===== src/rtl/apu_pulse_env.sv =====
// apu_pulse_env: NES-style pulse channel with envelope, mute threshold and
// a backpressured sample stream producing one sample per accepted tick.
module apu_pulse_env #(
    parameter int PERIOD_W   = 11,
    parameter int VOL_W      = 4,
    parameter int ENV_DIV    = 256,
    parameter int MIN_PERIOD = 8
) (
    input  logic                clk,
    input  logic                rst_n,
    input  logic [PERIOD_W-1:0] period,
    input  logic                period_vld,
    output logic                period_rdy,
    input  logic [1:0]          cfg_duty,
    input  logic                cfg_const_vol,
    input  logic                cfg_loop,
    input  logic [VOL_W-1:0]    cfg_vol,
    input  logic                cfg_vld,
    output logic                cfg_rdy,
    output logic [VOL_W-1:0]    out_data,
    output logic                out_vld,
    input  logic                out_rdy
);
    localparam int PW = ENV_DIV > 1 ? $clog2(ENV_DIV) : 1;
    localparam logic [PW-1:0] PRESC_MAX = PW'(ENV_DIV - 1);
    localparam logic [PERIOD_W-1:0] MIN_P = PERIOD_W'(MIN_PERIOD);

    logic [PERIOD_W-1:0] period_q, timer;
    logic [1:0]          duty;
    logic                const_vol, loop;
    logic [VOL_W-1:0]    vol, decay, env_cnt, amp;
    logic [2:0]          step;
    logic [PW-1:0]       presc;
    logic                tick, env_clk;
    logic [7:0]          row;

    always_comb begin
        tick = !out_vld || out_rdy;
        env_clk = tick && presc == PRESC_MAX;
        row = duty == 2'd0 ? 8'b0000_0010 : duty == 2'd1 ? 8'b0000_0110 :
              duty == 2'd2 ? 8'b0001_1110 : 8'b1111_1001;
        amp = (period_q < MIN_P || !row[step]) ? '0 : (const_vol ? vol : decay);
    end

    always_ff @(posedge clk or negedge rst_n) begin
        if (!rst_n) begin
            out_vld    <= 1'b0;
            out_data   <= '0;
            period_rdy <= 1'b0;
            cfg_rdy    <= 1'b0;
            period_q   <= '0;
            duty       <= '0;
            const_vol  <= 1'b1;
            loop       <= 1'b0;
            vol        <= '0;
            timer      <= '0;
            step       <= '0;
            decay      <= '0;
            env_cnt    <= '0;
            presc      <= '0;
        end else begin
            period_rdy <= 1'b1;
            cfg_rdy    <= 1'b1;
            if (tick) begin
                out_data <= amp;
                out_vld  <= 1'b1;
                timer    <= timer == '0 ? period_q : timer - 1'b1;
                step     <= timer == '0 ? step + 3'd1 : step;
                presc    <= env_clk ? '0 : presc + 1'b1;
                if (env_clk) begin
                    env_cnt <= env_cnt == '0 ? vol : env_cnt - 1'b1;
                    if (env_cnt == '0)
                        decay <= decay != '0 ? decay - 1'b1 : (loop ? '1 : '0);
                end
            end
            if (period_vld && period_rdy)
                period_q <= period;
            // a cfg write restarts the envelope, overriding any same-cycle envelope clock
            if (cfg_vld && cfg_rdy) begin
                duty      <= cfg_duty;
                const_vol <= cfg_const_vol;
                loop      <= cfg_loop;
                vol       <= cfg_vol;
                decay     <= '1;
                env_cnt   <= cfg_vol;
                presc     <= '0;
            end
        end
    end
endmodule


===== config.mk =====
export PLATFORM = sky130hd
export DESIGN_NAME = apu_pulse_env
export DESIGN_NICKNAME = d
export VERILOG_FILES = /design/src/rtl/apu_pulse_env.sv
export SDC_FILE = /design/constraint.sdc
export NUM_CORES = 1
export LEC_CHECK = 0
export ABC_CLOCK_PERIOD_IN_PS = 4050
export CAP_MARGIN = 20
export CORE_ASPECT_RATIO = 0.9
export CORE_UTILIZATION = 50
export DETAILED_ROUTE_END_ITERATION = 8
export MAX_ROUTING_LAYER = met4
export PLACE_DENSITY = 0.8
export REMOVE_ABC_BUFFERS = 1
export SYNTH_ARGS = -nofsm -noshare
export SYNTH_HDL_FRONTEND = slang
export SYNTH_SLANG_ARGS = --single-unit

===== constraint.sdc =====
create_clock -name clk -period 4.05 [get_ports clk]
set_input_delay 0.6075 -clock clk [delete_from_list [all_inputs] [get_ports clk]]
set_output_delay 0.6075 -clock clk [all_outputs]
set_load 0.1 [all_outputs]

==> flow_summary_export.csv <==
group,metric,value,unit
sta,finalWorstPathRequiredPeriod,2.53,ns
layout,fillers,470,
routing,drc,0,
run,max-cap-violations,0,
sta,finalHoldViolCount,0,
clock_network,clk_pin_slew_worst_paths,0.10,ns
critical_path,cp_common_cell,"or4_1",
synthesis,synth_area_leaders,"dfrtp_1 (47%), nand2_1 (5.4%), ha_1 (4.4%)",
global_route,antenna_found_initial,0,
floorplanning,ioPinCount,31,
sta,skew,0.0110,ns
routing,drtPass1Iterations,4,
synthesis,synth_flop_cell,"dfrtp_1",
sta,relSlewSlack,0.316,
placement,dpl.hpwl,4030,µm
critical_path,cpMaxStageDelayCell,"or4_1",
clock_network,ctsLongestPathBuffers,2,
routing,wl_per_cell,14.8,µm
critical_path,end_kind,"flip-flop",
sta,timing.final.crit_share,0.625,
clock_network,cts_buffers,5,
routing,drt_wl_total,5730,µm
synthesis,synth_most_common_cell,"dfrtp_1",
synthesis,synth_top_area_cell,"dfrtp_1",
layout,drive_above_1_share,0.0903,
floorplanning,die_area,6010,µm²
synthesis,syn_area,2850,µm²
synthesis,synthArstFlopShare,1.00,
sta,drv_slew,0,
layout,area_growth,15.2,%
sta,fmax,395,MHz
routing,vias_per_cell,5.93,
layout,n_antenna_cell,0,
floorplanning,die_x,81.6,µm
power_and_ir_drop,power.density,441,nW/µm²
sta,rsz0062_at_grt,"no",
sta,setup_viol,0,
critical_path,cp_cell_sequence,"clkdlybuf4s50_1 > nor2b_2 > or4_1 > or4_1 > a31oi_1",
sta,setup_tns,0,ns
clock_network,cts-root-buf,"clkbuf_8",
synthesis,synth-edff-count,0,
hold_path,hold_path.class,"in -> async",
synthesis,synthCells,295,
clock_network,cts_tree,"done",
placement,gp_congestion,0.868,
run_status,status,"finished, final reports clean",
routing,ant_nets,0,
critical_path,path_max_fanout,28,
critical_path,arrival,2.77,ns
routing,vias,2302,
floorplanning,core_area,5380,µm²
synthesis,synth_warnings,0,
synthesis,synth_common_cells,"dfrtp_1 (54), nand2_1 (41), o21ai_0 (19)",
clock_network,insertion_delay,0.31,ns
synthesis,synth-seq-cells,55,
sta,fin_hold_ws,0.275,ns
power_and_ir_drop,power,1.45,mW
layout,finalNetCount,354,
critical_path,critPathMaxStageDelay,0.79,ns
global_route,grt_util_all_layers,0.219,
critical_path,critPathBufInv,1,
clock_network,cts_num_sinks,55,
power_and_ir_drop,p_leak,1.33,nW
sta,worst_pin_slew,1.02,ns
synthesis,avgSynthCellArea,9.66,µm²
clock_network,cts-htree-levels,2,
floorplanning,num_rows,25,
placement,io_buffers,30,
critical_path,crit_family,"simple AND/OR/NAND/NOR gates",
global_route,grt_pass1_wl,9800,µm
power_and_ir_drop,vdd_drop_max,0.292,mV
global_route,grt_pass1_vias,2130,
clock_network,ctsHoldBuffers,0,
critical_path,critical_path_class,"in -> reg",
critical_path,cp-start-kind,"primary input",
global_route,grt_max_degree,32,
synthesis,synth_cell_types,50,
floorplanning,start_util,0.530,
critical_path,cp.required,4.29,ns
floorplanning,fp.dieH,73.6,µm
clock_network,postCtsSetupRepairBufs,0,
global_route,globalRouteOverflowTotal,0,
synthesis,yosysTopAreaCellShare,0.474,
clock_network,cts_resized,0,
routing,drt_iter0_markers,174,
synthesis,ys_seq_area_frac,0.483,
per-stage QoR:
| stage | setup slack (ns) | cell area, µm² | std cells | util |
|---|---|---|---|---|
| detailed placement | 1.17 | 3180 | 380 | 0.592 |
| finish | 1.52 | 3280 | 388 | 0.610 |
| CTS | 1.52 | 3280 | 388 | 0.610 |
| global route | 1.41 | 3280 | 388 | 0.610 |
| floorplan | 1.31 | 2800 | 282 | - |
| global placement | 1.22 | 3180 | 380 | 0.592 |
path summary, 6_finish.rpt:
kind,end,from,slack [ns],cells past startpoint
worst max-delay path,env_cnt[2]$_DFFE_PN0P_,out_rdy,1.52,5
worst min-delay path,out_data[3]$_DFFE_PN0P_,rst_n,0.27,1
worst max register to register,env_cnt[2]$_DFFE_PN0P_,presc[0]$_DFFE_PN0P_,1.77,5
worst min register to register,presc[7]$_DFFE_PN0P_,presc[7]$_DFFE_PN0P_,0.50,1
max in group asynchronous,out_data[1]$_DFFE_PN0P_,rst_n,2.97,2
min in group clk,presc[7]$_DFFE_PN0P_,presc[7]$_DFFE_PN0P_,0.50,1
cell usage in the layout, fill, tap and decap left out, types with 10 or more instances in the layout:
cell / count
ha_1: 10
mux2_2: 11
nand2_1: 41
nand3_1: 15
inv_1: 13
a21oi_1: 13
nor2_1: 16
o21ai_0: 19
clkdlybuf4s50_1: 29
dfrtp_1: 54
registers in the layout, summed over array words and instances (netlist names):
signal and count:
const_vol 1, duty 2, out_vld 1, out_data 4
timer 11, env_cnt 4, decay 4, vol 4
step 3, period_q 11, loop 1, cfg_rdy 1
presc 8
per-layer routing:
metal  vias to the layer above  global-route usage  wire, µm
met1                      1118               0.304      2780
met3                         6              0.0373       263
met2                        59               0.334      2620
met4                         0              0.0585        64
met5                         -                   -         0
li1                       1119                   -         -
report_power, final:
group / total, mW / leakage, nW / internal [mW] / switching [mW]
logic: 0.369 / 0.627 / 0.146 / 0.223
clock network: 0.330 / 0.0515 / 0.157 / 0.174
registers: 0.748 / 0.648 / 0.645 / 0.103
layout make-up:
class                   instances  area [µm²]  share of cell area
flip-flops and latches         55        1380               0.419
inverters                      13        48.8              0.0149
multi-input cells             214        1370               0.418
well taps                      67        83.8              0.0255
repair buffers                 31         303              0.0922
clock buffers                   8         100              0.0305
cells by family (layout without fill, tap and decap cells):
family,after synthesis,in the layout,synth area share
AO/OA/AOI/OAI,67,67,0.155
adder cells (fa/ha/maj),10,10,0.0439
XOR/XNOR,5,5,0.0154
multiplexers,16,16,0.0610
other,1,2,0.00132
buffers and inverters,27,52,0.0378
flip-flops,55,55,0.483
AND/OR/NAND/NOR,114,114,0.202
(Power assumes the default switching activity.)
